--- src/rtl/red_pitaya_pfd_block_gen.sv ---
// Phase-frequency detector: qualified s1/s2 edges step a W-bit integrator up/down.
// Define PFD_INPUT_SYNC_EN to put 2-flop synchronizers on s1_i/s2_i.
module red_pitaya_pfd_block_gen #(
  parameter int OUTBITS = 14,
  parameter int ISR     = 0,
  parameter int PSCBITS = 8
) (
  input  logic                      clk_i,
  input  logic                      rst_i,
  input  logic                      s1_i,
  input  logic                      s2_i,
  input  logic [1:0]                edge_sel_i,
  input  logic [PSCBITS-1:0]        psc1_i,
  input  logic [PSCBITS-1:0]        psc2_i,
  input  logic                      mode_i,
  input  logic                      clear_i,
  output logic signed [OUTBITS-1:0] integral_o,
  output logic                      sat_o,
  output logic                      ovf_o
);
  localparam int W = OUTBITS + ISR;
  localparam logic [W-1:0]       MAXV    = {1'b0, {(W-1){1'b1}}};
  localparam logic [W-1:0]       MINV    = {1'b1, {(W-1){1'b0}}};
  localparam logic [W-1:0]       ONE     = W'(1);
  localparam logic [PSCBITS-1:0] PSC_ONE = PSCBITS'(1);

  logic s1_in, s2_in;

`ifdef PFD_INPUT_SYNC_EN
  // Sync flops are part of the post-reset disarm window, hence 3 cycles.
  localparam logic [1:0] ARM_CYC = 2'd3;
  logic [1:0] s1_sync_q, s2_sync_q;
  always_ff @(posedge clk_i) begin
    if (rst_i) begin
      s1_sync_q <= '0;
      s2_sync_q <= '0;
    end else begin
      s1_sync_q <= {s1_sync_q[0], s1_i};
      s2_sync_q <= {s2_sync_q[0], s2_i};
    end
  end
  assign s1_in = s1_sync_q[1];
  assign s2_in = s2_sync_q[1];
`else
  localparam logic [1:0] ARM_CYC = 2'd1;
  assign s1_in = s1_i;
  assign s2_in = s2_i;
`endif

  logic [1:0]         arm_q, arm_d;
  logic               last1_q, last1_d, last2_q, last2_d;
  logic [PSCBITS-1:0] cnt1_q, cnt1_d, cnt2_q, cnt2_d;
  logic [W-1:0]       integ_q, integ_d;
  logic               sat_q, sat_d, ovf_q, ovf_d;
  logic               armed, e1, e2, v1, v2, up, dn;

  always_comb begin
    armed   = (arm_q == ARM_CYC);
    arm_d   = armed ? arm_q : arm_q + 2'd1;
    last1_d = s1_in ^ edge_sel_i[0];
    last2_d = s2_in ^ edge_sel_i[1];
    e1      = armed & last1_d & ~last1_q;
    e2      = armed & last2_d & ~last2_q;

    // '>=' so a psc lowered mid-count fires on the next edge instead of wrapping.
    v1 = 1'b0;
    cnt1_d = cnt1_q;
    if (e1) begin
      if (cnt1_q >= psc1_i) begin
        v1 = 1'b1;
        cnt1_d = '0;
      end else begin
        cnt1_d = cnt1_q + PSC_ONE;
      end
    end
    v2 = 1'b0;
    cnt2_d = cnt2_q;
    if (e2) begin
      if (cnt2_q >= psc2_i) begin
        v2 = 1'b1;
        cnt2_d = '0;
      end else begin
        cnt2_d = cnt2_q + PSC_ONE;
      end
    end

    up = v1 & ~v2;
    dn = v2 & ~v1;
    integ_d = integ_q;
    ovf_d   = 1'b0;
    if (up) begin
      if (integ_q == MAXV) begin
        if (mode_i) begin
          integ_d = MINV;
          ovf_d   = 1'b1;
        end
      end else begin
        integ_d = integ_q + ONE;
      end
    end else if (dn) begin
      if (integ_q == MINV) begin
        if (mode_i) begin
          integ_d = MAXV;
          ovf_d   = 1'b1;
        end
      end else begin
        integ_d = integ_q - ONE;
      end
    end
    sat_d = ~mode_i & ((integ_d == MAXV) | (integ_d == MINV));

    // Edge samplers keep running through clear so no false edge follows it.
    if (clear_i) begin
      integ_d = '0;
      cnt1_d  = '0;
      cnt2_d  = '0;
      ovf_d   = 1'b0;
      sat_d   = 1'b0;
    end
  end

  always_ff @(posedge clk_i) begin
    if (rst_i) begin
      arm_q   <= '0;
      last1_q <= 1'b0;
      last2_q <= 1'b0;
      cnt1_q  <= '0;
      cnt2_q  <= '0;
      integ_q <= '0;
      sat_q   <= 1'b0;
      ovf_q   <= 1'b0;
    end else begin
      arm_q   <= arm_d;
      last1_q <= last1_d;
      last2_q <= last2_d;
      cnt1_q  <= cnt1_d;
      cnt2_q  <= cnt2_d;
      integ_q <= integ_d;
      sat_q   <= sat_d;
      ovf_q   <= ovf_d;
    end
  end

  assign integral_o = integ_q[W-1:ISR];
  assign sat_o      = sat_q;
  assign ovf_o      = ovf_q;
endmodule

--- config.mk ---
export PLATFORM = sky130hd
export DESIGN_NAME = red_pitaya_pfd_block_gen
export DESIGN_NICKNAME = d
export VERILOG_FILES = /design/src/rtl/red_pitaya_pfd_block_gen.sv
export SDC_FILE = /design/constraint.sdc
export NUM_CORES = 1
export LEC_CHECK = 0
export BUFFER_PORTS_ARGS = -buffer_cell sky130_fd_sc_hd__buf_2
export CAP_MARGIN = 0
export CELL_PAD_IN_SITES_DETAIL_PLACEMENT = 0
export CELL_PAD_IN_SITES_GLOBAL_PLACEMENT = 1
export CORE_MARGIN = 2
export CORE_UTILIZATION = 43
export CTS_CLUSTER_DIAMETER = 100
export CTS_CLUSTER_SIZE = 10
export DETAILED_ROUTE_END_ITERATION = 7
export PLACE_DENSITY_LB_ADDON = 0.1
export SLEW_MARGIN = 20
export SYNTH_ARGS = -nofsm -noshare
export SYNTH_HDL_FRONTEND = slang
export SYNTH_SLANG_ARGS = --single-unit
--- constraint.sdc ---
create_clock -name clk_i -period 3.6 [get_ports clk_i]
set_input_delay 0.54 -clock clk_i [delete_from_list [all_inputs] [get_ports clk_i]]
set_output_delay 0.54 -clock clk_i [all_outputs]
set_load 0.02 [all_outputs]
==> impl_results.md, run 1 <==
* Placeable core region at 6790 um2
* Number of cell instances on the worst register-to-register path at 12
* Global Route met2 Usage at 35.0%
* Rows at 30
* Chain of cells forming the critical path: inv_1 -> ha_1 -> nand2b_1 -> a2111oi_2 -> nor4_2 -> or2_1 -> nand2_1 -> nor2_1 -> o31ai_2 -> nand4_1 -> or3_1 -> o22ai_1
* Share of total power in combinational logic at 15.9%
* Port-buffer cells at 39
* Worst EP arrival at 3.45 ns
* Buffer cell driving the clock tree root: sky130_fd_sc_hd__clkbuf_8
* Total number of vias at 2913
* Number of buffers between clock root and the deepest sink at 2
* Flip-flop cell with the highest count after synthesis: sky130_fd_sc_hd__dfxtp_1
* Number of pins exceeding their max-slew limit in the final report at 0
* Most frequent cells in the layout: 53 x sky130_fd_sc_hd__nor2_1, 39 x sky130_fd_sc_hd__buf_2, 36 x sky130_fd_sc_hd__dfxtp_1
* Setup fix buffers added after clock tree synthesis at 0
* RSZ-0062 raised after global routing: no
* Share of flip-flops with an asynchronous set or reset after synthesis at 0%
* Main area contributors after synthesis: sky130_fd_sc_hd__dfxtp_1 24%, sky130_fd_sc_hd__ha_1 9.1%, sky130_fd_sc_hd__nor2_1 6.6%, sky130_fd_sc_hd__nand3_1 4.7%, sky130_fd_sc_hd__xor2_1 3.5%
* Synthesized area per cell at 7.90 um2
* Share of post-route cells with drive strength above 1 at 21.0%
* Switching power summed over all nets at 0.224 mW
* Area of the mapped netlist at 3010 um2
* Family with the most delay on the worst path: simple AND/OR/NAND/NOR gates
* Worst R2R End: sat_o
* Vias per inst at 5.76
* Global routing usage summed across all routing layers at 21.6%
* Maximum number of pins on one net before global-route repair at 23
* Routing usage on met3 at 3.39%
* Fraction of power consumed by sequential logic at 49.4%
* Outcome: completed
* Worst Tran Pin Value at 0.608 ns
* Final setup violating endpoints at 0
* Number of antenna violations at the first check in global routing at 0
* Net count of the mapped netlist at 427
* Classification of the worst-slack hold path: in -> reg
* TritonCTS clock tree: built
* Max FO, Critical Path at 15
* Number of max-cap violations at 0
* Hold path start: rst_i
* Total of warnings raised by yosys at 0
* Type of element capturing the critical path: flip-flop
* Routing usage on met1 at 28.4%
* Most Crowded Layer GR: met2
* Final weighted congestion in routability-driven placement at 0.898
* Layout Area Growth over Synthesis at 10.2%
* Required time of the worst setup path at 3.81 ns
* Number of nets in the layout at 455
* Post-synth top area share at 23.9%
* Worst path bufs/invs at 1
* Number of synthesized register bits at 36
* Cells on Worst Hold Path at 2
* Slowest cell delay on critical path at 0.47 ns
* Number of global-route vias before repair at 2690
* Max Clock Freq at 309 MHz
* Minimum clock period at 3.24 ns
* Initial detailed-routing violation count at 239
* Fraction of the cycle the final worst path needs at 90.0%
* Detailed Route WL at 7950 um
* Internal power contribution at 0.634 mW
* Total power density per cell area at 259 nW/um2
* Worst-case register-to-register setup slack at 0.36 ns
* Count of antenna-violating nets left after detailed routing at 0
* CP startpoint kind: flip-flop
* Number of gates given a new drive strength after cts at 0
* Final std cells w/o fill at 506
* Average wire length per cell after detail routing at 15.7 um
* # hold bufs at CTS at 0
* Share of the core filled with cells at 48.8%
* Deepest level of the CTS H-tree at 2
* Pleak at 1.33 nW
* Number of enable-type register cells in the synthesized netlist at 0
* Worst-case clock skew at 0.00263 ns
* TNS Setup at 0 ns
* Number of filler cells placed in the layout at 697
* Seq/Total Area, Yosys at 23.9%
* Cts bufs inserted at 5
* Critical register-to-register path startpoint: cnt1_q[0]
* Starting utilization of the core area at 44.3%
* IO Pins at 40
* Switching share of total power at 26.1%
* Wire length of the first global-routing pass at 13200 um
* Mapped Cells at 381
* Worst setup path class: reg -> reg
* Clock input transition at the sequential cells of the worst setup and hold paths at 0.07 ns
* Residual DRC count at 0
* Instance count after placement with tap cells included at 498
* Dominant cell type by area after synthesis: sky130_fd_sc_hd__dfxtp_1
* HPWL after detailed placement at 5980 um
* Clk sink count at 36
* Clk network pwr share at 34.7%
* Latest clock arrival within the worst-skew pair at 0.28 ns
* Worst min-delay path endpoint: last2_q
* Slew headroom at 59.5%
* Antenna cells at 0
* Full die area at 7690 um2
* Die X at 87.7 um
* Most frequent standard cell in the layout excluding fill and tap cells: sky130_fd_sc_hd__nor2_1
* Worst vdd rail ir drop at 211 uV
* GRT Residual Overflow at 0
* Final hold viol count at 0
* Library cells used by synthesis at 78
* Vertical die dimension at 87.7 um
* Router iterations before antenna repair at 5
* Total power at 0.858 mW
* Slowest stage cell on the critical path: sky130_fd_sc_hd__or2_1
-- synthesized netlist by cell type, types with 3 or more instances --
master and count:
sky130_fd_sc_hd__xnor2_1 4, sky130_fd_sc_hd__nand3_1 28, sky130_fd_sc_hd__nand4_1 10, sky130_fd_sc_hd__or3_1 4
sky130_fd_sc_hd__o21ai_0 11, sky130_fd_sc_hd__buf_4 4, sky130_fd_sc_hd__xor2_1 12, sky130_fd_sc_hd__o21ai_2 3
sky130_fd_sc_hd__nor4_2 3, sky130_fd_sc_hd__inv_1 22, sky130_fd_sc_hd__ha_1 22, sky130_fd_sc_hd__nand2_1 24
sky130_fd_sc_hd__and3_1 3, sky130_fd_sc_hd__nor4_1 3, sky130_fd_sc_hd__nor3_1 11, sky130_fd_sc_hd__and4_1 3
sky130_fd_sc_hd__o31ai_1 3, sky130_fd_sc_hd__buf_2 5, sky130_fd_sc_hd__and2_1 4, sky130_fd_sc_hd__nor2_1 53
sky130_fd_sc_hd__a21oi_2 3, sky130_fd_sc_hd__buf_6 7, sky130_fd_sc_hd__o21ai_1 5, sky130_fd_sc_hd__clkbuf_1 6
sky130_fd_sc_hd__o22ai_1 3, sky130_fd_sc_hd__o21a_1 4, sky130_fd_sc_hd__a21oi_1 18, sky130_fd_sc_hd__a41oi_1 3
sky130_fd_sc_hd__a31oi_1 4, sky130_fd_sc_hd__dfxtp_1 36, sky130_fd_sc_hd__mux2i_1 4
-- sequential cells by signal, indices dropped and copies added, names as in the netlist --
signal	count
integral_o	14
last1_q	1
cnt2_q	8
cnt1_q	8
arm_q	2
sat_o	1
ovf_o	1
last2_q	1
-- area by class of cell --
class	instances	area, um2	area share [%]
clock buffer	8	90.1	2.71
inverter	22	82.6	2.49
multi-input combinational	300	2050	61.7
sequential	36	721	21.7
timing repair buffer	44	258	7.77
tap	96	120	3.62
-- per-stage QoR --
step	instance area, um2	setup slack [ns]	hold slack (ns)
2_1_floorplan	3010	0.706	0.454
3_3_place_gp	3230	0.277	0.467
3_5_place_dp	3230	0.208	0.489
4_1_cts	3320	0.327	0.469
5_1_grt	3320	0.0932	0.481
6_report	3320	0.361	0.479
-- power groups by stage --
stage / Sequential (mW) / Clock (mW) / Combinational [mW]
5_1_grt: 0.426 / 0.325 / 0.158
3_3_place_gp: 0.433 / 0 / 0.136
6_report: 0.424 / 0.298 / 0.137
3_5_place_dp: 0.433 / 0 / 0.138
4_1_cts: 0.424 / 0.308 / 0.138
2_1_floorplan: 0.430 / 0 / 0.0988
-- cell families after synthesis --
family	Yosys count	share of synthesized area, %
buf+inv	45	8.06
xor+xnor	17	5.20
fa+ha+maj	22	9.14
mux	6	2.45
compound gates	81	19.5
flops	36	23.9
simple gates	174	31.7
-- per-layer routing --
| metal | part of all wire (%) | vias up |
|---|---|---|
| li1 | - | 1425 |
| met1 | 46 | 1354 |
| met2 | 46 | 105 |
| met3 | 5.2 | 29 |
| met4 | 3.7 | 0 |
| met5 | 0 | - |
-- worst max path at each step --
stage | start | to | slack [ns] | cells after the start
floorplan | psc2_i[0] | sat_o | 0.71 | 10
global route | cnt1_q[0] | sat_o | 0.09 | 12
finish | cnt1_q[0] | sat_o | 0.36 | 12
global placement | psc1_i[0] | sat_o | 0.28 | 12
detailed placement | psc1_i[0] | sat_o | 0.21 | 12
CTS | cnt1_q[0] | sat_o | 0.33 | 12
Note: power is estimated with default switching activity, not from simulation.
==> inputs of run 2 (changes only) <==
--- a/config.mk
+++ b/config.mk
@@ -5,12 +5,13 @@
 export SDC_FILE = /design/constraint.sdc
 export NUM_CORES = 1
 export LEC_CHECK = 0
+export ABC_AREA = 1
 export BUFFER_PORTS_ARGS = -buffer_cell sky130_fd_sc_hd__buf_2
 export CAP_MARGIN = 0
 export CELL_PAD_IN_SITES_DETAIL_PLACEMENT = 0
 export CELL_PAD_IN_SITES_GLOBAL_PLACEMENT = 1
 export CORE_MARGIN = 2
-export CORE_UTILIZATION = 43
+export CORE_UTILIZATION = 41
 export CTS_CLUSTER_DIAMETER = 100
 export CTS_CLUSTER_SIZE = 10
 export DETAILED_ROUTE_END_ITERATION = 7
==> impl_results.md, run 2 <==
* Worst Tran Pin Value at 0.546 ns (was 0.608 ns)
* Rows at 32 (was 30)
* Count of antenna-violating nets left after detailed routing at 0 (unchanged)
* Final weighted congestion in routability-driven placement at 0.916 (was 0.898)
* Full die area at 8900 um2 (was 7690 um2)
* Worst EP arrival at 2.92 ns (was 3.45 ns)
* Setup WS post-layout at 0.912 ns (was 0.361 ns)
* Max FO, Critical Path at 14 (was 15)
* Number of pins exceeding their max-slew limit in the final report at 0 (unchanged)
* Type of element capturing the critical path: flip-flop (unchanged)
* Number of nets in the layout at 622 (was 455)
* Antenna cells at 0 (unchanged)
* Post-synth top area share at 21.5% (was 23.9%)
* Number of global-route vias before repair at 3149 (was 2690)
* Final std cells w/o fill at 679 (was 506)
* GRT Residual Overflow at 0 (unchanged)
* Residual DRC count at 0 (unchanged)
* Port-buffer cells at 39 (unchanged)
* CP startpoint kind: flip-flop (unchanged)
* Worst-case clock skew at 0.0167 ns (was 0.00263 ns)
* Router iterations before antenna repair at 5 (unchanged)
* Number of enable-type register cells in the synthesized netlist at 0 (unchanged)
* Minimum clock period at 2.69 ns (was 3.24 ns)
* Placeable core region at 7810 um2 (was 6790 um2)
* Worst path most repeated cell: sky130_fd_sc_hd__nand2_1
* Starting utilization of the core area at 42.9% (was 44.3%)
* RSZ-0062 raised after global routing: no (unchanged)
* Worst setup startpoint: cnt2_q[0] (was cnt1_q[0])
* Classification of the worst-slack hold path: in -> reg (unchanged)
* Share of the core filled with cells at 47.0% (was 48.8%)
* Vias per inst at 5.03 (was 5.76)
* Total power at 0.936 mW (was 0.858 mW)
* Mapped Cells at 543 (was 381)
* Worst R2R End: sat_o (unchanged)
* Number of cell instances on the worst register-to-register path at 18 (was 12)
* Maximum number of pins on one net before global-route repair at 18 (was 23)
* Initial detailed-routing violation count at 270 (was 239)
* Cts bufs inserted at 5 (unchanged)
* Total of warnings raised by yosys at 0 (unchanged)
* Number of gates given a new drive strength after cts at 0 (unchanged)
* Final setup violating endpoints at 0 (unchanged)
* Net count of the mapped netlist at 589 (was 427)
* Share of post-route cells with drive strength above 1 at 15.6% (was 21.0%)
* Number of flip-flops in the largest register at 14 (unchanged)
* Number of max-cap violations at 0 (unchanged)
* Synthesized area per cell at 6.16 um2 (was 7.90 um2)
* Total number of vias at 3416 (was 2913)
* Total power density per cell area at 255 nW/um2 (was 259 nW/um2)
* Number of antenna violations at the first check in global routing at 0 (unchanged)
* Most frequent cells in the layout: 162 x sky130_fd_sc_hd__nand2_1, 81 x sky130_fd_sc_hd__nor2_1, 63 x sky130_fd_sc_hd__inv_1 (was 53 x sky130_fd_sc_hd__nor2_1, 39 x sky130_fd_sc_hd__buf_2, 36 x sky130_fd_sc_hd__dfxtp_1)
* Global routing usage summed across all routing layers at 21.8% (was 21.6%)
* Main area contributors after synthesis: sky130_fd_sc_hd__dfxtp_1 22%, sky130_fd_sc_hd__nand2_1 18%, sky130_fd_sc_hd__nor2_1 9.1%, sky130_fd_sc_hd__ha_1 8.2%, sky130_fd_sc_hd__inv_1 7.1% (was sky130_fd_sc_hd__dfxtp_1 24%, sky130_fd_sc_hd__ha_1 9.1%, sky130_fd_sc_hd__nor2_1 6.6%, sky130_fd_sc_hd__nand3_1 4.7%, sky130_fd_sc_hd__xor2_1 3.5%)
* Die X at 94.4 um (was 87.7 um)
* Clock input transition at the sequential cells of the worst setup and hold paths at 0.08 ns (was 0.07 ns)
* HPWL after detailed placement at 7030 um (was 5980 um)
* Critical register-to-register path startpoint: cnt2_q[0] (was cnt1_q[0])
* Area of the mapped netlist at 3350 um2 (was 3010 um2)
* Final hold viol count at 0 (unchanged)
* Seq/Total Area, Yosys at 21.5% (was 23.9%)
* Vertical die dimension at 94.4 um (was 87.7 um)
* Chain of cells forming the critical path: inv_1 -> ha_1 -> nand2_1 -> nor2_1 -> nor2_1 -> nand2_1 -> nand2_1 -> a21oi_2 -> nand2_2 -> nand2_1 -> nand3_1 -> nand2_1 -> nand2_1 -> nor2_1 -> nand2_1 -> inv_1 -> nand2_1 -> a21oi_2 (was inv_1 -> ha_1 -> nand2b_1 -> a2111oi_2 -> nor4_2 -> or2_1 -> nand2_1 -> nor2_1 -> o31ai_2 -> nand4_1 -> or3_1 -> o22ai_1)
* Buffer cell driving the clock tree root: sky130_fd_sc_hd__clkbuf_8 (unchanged)
* Flip-flop cell with the highest count after synthesis: sky130_fd_sc_hd__dfxtp_1 (unchanged)
* Slew headroom at 63.6% (was 59.5%)
* Latest clock arrival within the worst-skew pair at 0.31 ns (was 0.28 ns)
* Number of filler cells placed in the layout at 854 (was 697)
* Outcome: completed (unchanged)
* Average wire length per cell after detail routing at 13.2 um (was 15.7 um)
* Pleak at 1.90 nW (was 1.33 nW)
* Slowest cell delay on critical path at 0.47 ns (about the same)
* Library cells used by synthesis at 43 (was 78)
* Share of flip-flops with an asynchronous set or reset after synthesis at 0% (unchanged)
* Layout Area Growth over Synthesis at 9.53% (was 10.2%)
* Dominant cell type by area after synthesis: sky130_fd_sc_hd__dfxtp_1 (unchanged)
* Clk sink count at 36 (unchanged)
* IO Pins at 40 (unchanged)
* Fraction of the cycle the final worst path needs at 74.7% (was 90.0%)
* TNS Setup at 0 ns (unchanged)
* # hold bufs at CTS at 0 (unchanged)
* Required time of the worst setup path at 3.83 ns (was 3.81 ns)
* Instance count after placement with tap cells included at 671 (was 498)
* Max Clock Freq at 372 MHz (was 309 MHz)
* Number of buffers between clock root and the deepest sink at 2 (unchanged)
* Worst setup path class: reg -> reg (unchanged)
* Worst vdd rail ir drop at 198 uV (was 211 uV)
* Most frequent standard cell in the layout excluding fill and tap cells: sky130_fd_sc_hd__nand2_1 (was sky130_fd_sc_hd__nor2_1)
* Slowest stage cell on the critical path: sky130_fd_sc_hd__a21oi_2 (was sky130_fd_sc_hd__or2_1)
* Detailed Route WL at 8990 um (was 7950 um)
* Capture point of the worst path: sat_o (unchanged)
* Number of synthesized register bits at 36 (unchanged)
* Worst-case register-to-register setup slack at 0.91 ns (was 0.36 ns)
* Setup fix buffers added after clock tree synthesis at 0 (unchanged)
* Worst Setup Slack post-DPL at 0.698 ns (was 0.208 ns)
* Commonest cells post-synth: 162 x sky130_fd_sc_hd__nand2_1, 81 x sky130_fd_sc_hd__nor2_1, 63 x sky130_fd_sc_hd__inv_1, 36 x sky130_fd_sc_hd__dfxtp_1, 34 x sky130_fd_sc_hd__nand3_1 (was 53 x sky130_fd_sc_hd__nor2_1, 36 x sky130_fd_sc_hd__dfxtp_1, 28 x sky130_fd_sc_hd__nand3_1, 24 x sky130_fd_sc_hd__nand2_1)
* TritonCTS clock tree: built (unchanged)
* Cell with the most instances after synthesis: sky130_fd_sc_hd__nand2_1 (was sky130_fd_sc_hd__nor2_1)
* Deepest level of the CTS H-tree at 2 (unchanged)
* Wire length of the first global-routing pass at 15200 um (was 13200 um)
run 2: cell types whose count changed after synthesis, sizes merged, moves of 6 or more:
cell / before / now
or2: 6 / 0
nor4: 6 / 0
nand3: 29 / 38
inv: 22 / 68
nand2: 26 / 175
nor2: 55 / 94
run 2: power by group:
part | leakage [nW] | switching, mW | internal, mW
registers | 0.291 | 0.0107 | 0.415
clock network | 0.0541 | 0.170 | 0.205
logic | 1.56 | 0.0839 | 0.0516
run 2: how the worst min path moves through the flow:
stage	endpoint	from	slack [ns]	cells after the start
CTS	last1_q	rst_i	0.44	2
floorplan	arm_q[1]	arm_q[1]	0.47	2
global placement	arm_q[1]	arm_q[1]	0.48	2
global route	last1_q	rst_i	0.45	2
finish	last1_q	rst_i	0.45	2
detailed placement	arm_q[1]	arm_q[1]	0.48	2
run 2: critical path: cells and delay by family, from the launching register on:
kind                       cells  cell delay (ns)
adders and majority gates      1             0.27
buffers and inverters          2             0.12
DFF                            1             0.39
and+or+nand+nor               13             1.25
AOI/OAI and AO/OA              2             0.58
run 2: logic make-up after synthesis:
| group | count (synthesis) | synth area share (%) |
|---|---|---|
| AND/OR/NAND/NOR | 342 | 46.7 |
| buffers and inverters | 83 | 11.3 |
| AO/OA/AOI/OAI | 44 | 8.00 |
| flip-flops | 36 | 21.5 |
| adder cells (fa/ha/maj) | 22 | 8.22 |
| XOR/XNOR | 16 | 4.19 |
run 2: metal layers:
metal	GRT usage (%)	vias to the layer above	routed length, um
li1	-	1785	-
met1	32.0	1505	4580
met2	33.9	114	3730
met3	3.35	12	586
met4	4.11	0	97
met5	0	-	0
run 2: layout make-up:
type                    count  area, um2  share of cell area (%)
inverters                  70        264                    7.20
multi-input cells         424       2250                    61.3
clock buffers               5       68.8                    1.88
flip-flops and latches     36        721                    19.7
clock inverters             3       42.5                    1.16
well taps                 102        128                    3.48
repair buffers             39        195                    5.32
run 2: metrics by stage:
stage               cell area (um2)  hold WS [ns]
CTS                            3670         0.444
global placement               3550         0.481
global route                   3670         0.448
floorplan                      3350         0.469
finish                         3670         0.446
detailed placement             3550         0.483
==> inputs of run 3 (changes only) <==
--- a/config.mk
+++ b/config.mk
@@ -5,13 +5,13 @@
 export SDC_FILE = /design/constraint.sdc
 export NUM_CORES = 1
 export LEC_CHECK = 0
-export ABC_AREA = 1
+export ABC_AREA = 0
 export BUFFER_PORTS_ARGS = -buffer_cell sky130_fd_sc_hd__buf_2
 export CAP_MARGIN = 0
 export CELL_PAD_IN_SITES_DETAIL_PLACEMENT = 0
 export CELL_PAD_IN_SITES_GLOBAL_PLACEMENT = 1
 export CORE_MARGIN = 2
-export CORE_UTILIZATION = 41
+export CORE_UTILIZATION = 43
 export CTS_CLUSTER_DIAMETER = 100
 export CTS_CLUSTER_SIZE = 10
 export DETAILED_ROUTE_END_ITERATION = 7
==> constraint.sdc (replaced) <==
create_clock -name clk_i -period 2.59 [get_ports clk_i]
set_input_delay 0.3885 -clock clk_i [delete_from_list [all_inputs] [get_ports clk_i]]
set_output_delay 0.3885 -clock clk_i [all_outputs]
set_load 0.02 [all_outputs]
==> impl_results.md, run 3 (same netlist as run 1, synthesis figures left out) <==
* Outcome: finished with violations (was completed)
* Violated checks: negative setup slack
* Worst EP arrival at 3.01 ns (was 2.92 ns)
* TritonCTS clock tree: built (unchanged)
* Maximum number of pins on one net before global-route repair at 14 (was 18)
* Initial detailed-routing violation count at 243 (was 270)
* Clock input transition at the sequential cells of the worst setup and hold paths at 0.08 ns (about the same)
* Max FO, Critical Path at 8 (was 14)
* Buffer cell driving the clock tree root: sky130_fd_sc_hd__clkbuf_8 (unchanged)
* Deepest level of the CTS H-tree at 2 (unchanged)
* RSZ-0062 raised after global routing: yes (was no)
* Slew headroom at 55.5% (was 63.6%)
* Number of pins exceeding their max-slew limit in the final report at 0 (unchanged)
* Vertical die dimension at 87.7 um (was 94.4 um)
* Classification of the worst-slack hold path: in -> reg (unchanged)
* Share of post-route cells with drive strength above 1 at 42.2% (was 15.6%)
* Minimum clock period at 2.79 ns (was 2.69 ns)
* Global routing usage summed across all routing layers at 25.3% (was 21.8%)
* Worst Tran Pin Value at 0.661 ns (was 0.546 ns)
* Share of the core filled with cells at 64.5% (was 47.0%)
* Cts bufs inserted at 5 (unchanged)
* Count of antenna-violating nets left after detailed routing at 0 (unchanged)
* Layout Area Growth over Synthesis at 45.5% (was 9.53%)
* Vias per inst at 5.54 (was 5.03)
* Fraction of the cycle the final worst path needs at 108% (was 74.7%)
* Clk sink count at 36 (unchanged)
* CP startpoint kind: flip-flop (unchanged)
* Port-buffer cells at 39 (unchanged)
* Final weighted congestion in routability-driven placement at 0.959 (was 0.916)
* Most frequent cells in the layout: 95 x sky130_fd_sc_hd__buf_4, 51 x sky130_fd_sc_hd__nor2_1, 39 x sky130_fd_sc_hd__buf_2 (was 162 x sky130_fd_sc_hd__nand2_1, 81 x sky130_fd_sc_hd__nor2_1, 63 x sky130_fd_sc_hd__inv_1)
* Starting utilization of the core area at 44.3% (was 42.9%)
* Latest clock arrival within the worst-skew pair at 0.29 ns (was 0.31 ns)
* Sum of met2 wire segment lengths after detailed routing at 4770 um (was 3730 um)
* Number of antenna violations at the first check in global routing at 0 (unchanged)
* Number of global-route vias before repair at 3207 (was 3149)
* Worst vdd rail ir drop at 313 uV (was 198 uV)
* Average wire length per cell after detail routing at 16.2 um (was 13.2 um)
* Total number of vias at 3351 (was 3416)
* Number of nets in the layout at 554 (was 622)
* Number of filler cells placed in the layout at 599 (was 854)
* Type of element capturing the critical path: flip-flop (unchanged)
* Number of flip-flops in the largest register at 14 (unchanged)
* Full die area at 7690 um2 (was 8900 um2)
* Setup WS post-layout at -0.196 ns (was 0.912 ns)
* Pleak at 1.92 nW (was 1.90 nW)
* IO Pins at 40 (unchanged)
* Worst setup path class: reg -> reg (unchanged)
* HPWL after detailed placement at 7420 um (was 7030 um)
* Final setup violating endpoints at 2 (was 0)
* Detailed Route WL at 9800 um (was 8990 um)
* Worst-case clock skew at 0.00919 ns (was 0.0167 ns)
* Number of buffers between clock root and the deepest sink at 2 (unchanged)
* Total power density per cell area at 310 nW/um2 (was 255 nW/um2)
* GRT Residual Overflow at 0 (unchanged)
* Instance count after placement with tap cells included at 587 (was 671)
* Most frequent standard cell in the layout excluding fill and tap cells: sky130_fd_sc_hd__buf_4 (was sky130_fd_sc_hd__nand2_1)
* Number of max-cap violations at 0 (unchanged)
* Residual DRC count at 0 (unchanged)
* Uppermost signal routing layer after detailed routing: met4 (unchanged)
* Final std cells w/o fill at 605 (was 679)
* Max Clock Freq at 359 MHz (was 372 MHz)
* Die X at 87.7 um (was 94.4 um)
* Rows at 30 (was 32)
* Wire length on met3 at 530 um (was 586 um)
* Wire length on met1 at 4120 um (was 4580 um)
* Router iterations before antenna repair at 5 (unchanged)
* Wire length of the first global-routing pass at 15300 um (was 15200 um)
* Placeable core region at 6790 um2 (was 7810 um2)
* Antenna cells at 0 (unchanged)
* Required time of the worst setup path at 2.81 ns (was 3.83 ns)
* Final hold viol count at 0 (unchanged)
## run 3: cell type report
| type | count | area (um2) | share of cell area [%] |
|---|---|---|---|
| sequential | 36 | 726 | 16.6 |
| clock buffer | 6 | 72.6 | 1.66 |
| inverter | 22 | 82.6 | 1.89 |
| multi-input combinational | 300 | 2310 | 52.7 |
| tap | 96 | 120 | 2.74 |
| timing repair buffer | 143 | 1040 | 23.7 |
| clock inverter | 2 | 35.0 | 0.800 |
## run 3: final timing paths
path,startpoint,end,slack [ns],depth (start not counted)
worst max-delay path,cnt2_q[7],sat_o,-0.20,13
worst min-delay path,rst_i,arm_q[1],0.33,2
worst max register to register,cnt2_q[7],sat_o,-0.20,13
worst min register to register,arm_q[1],arm_q[1],0.49,2
## run 3: timing repair
action,in CTS,in global routing
gates resized for setup,15,28
hold buffers,0,0
pin swaps,7,20
setup buffers,3,7
setup endpoints to repair,5,11
## run 3: power breakdown
| part | switching (mW) | internal, mW |
|---|---|---|
| Clock | 0.206 | 0.286 |
| Combinational | 0.131 | 0.146 |
| Sequential | 0.0146 | 0.574 |
## run 3: per-layer routing
layer	track usage (%)	up-vias
li1	-	1626
met1	31.5	1547
met2	43.3	142
met3	3.20	36
met4	12.0	0
met5	0	-
## run 3: critical path, cell delays in order, from the launching register on
cell and delay [ns]:
sky130_fd_sc_hd__dfxtp_2 0.34, sky130_fd_sc_hd__ha_4 0.27, sky130_fd_sc_hd__nand2_4 0.05, sky130_fd_sc_hd__nor3_4 0.21, sky130_fd_sc_hd__nor4b_4 0.33, sky130_fd_sc_hd__or2_4 0.28, sky130_fd_sc_hd__buf_6 0.15, sky130_fd_sc_hd__a41o_1 0.21
sky130_fd_sc_hd__o32ai_4 0.11, sky130_fd_sc_hd__buf_6 0.14, sky130_fd_sc_hd__nor2_4 0.09, sky130_fd_sc_hd__nand4_1 0.09, sky130_fd_sc_hd__or3_1 0.32, sky130_fd_sc_hd__o22ai_1 0.12
## run 3: through the flow
stage	hold slack, ns	setup TNS (ns)	cell area [um2]	worst slack (ns)	power [mW]
finish	0.326	-0.217	4380	-0.196	1.36
global route	0.323	-0.515	4380	-0.344	1.42
CTS	0.322	-0.305	4150	-0.305	1.33
detailed placement	0.471	-1.64	3930	-0.513	0.834
global placement	0.465	-1.19	3930	-0.482	0.827
floorplan	0.454	0	3050	0.00255	0.743
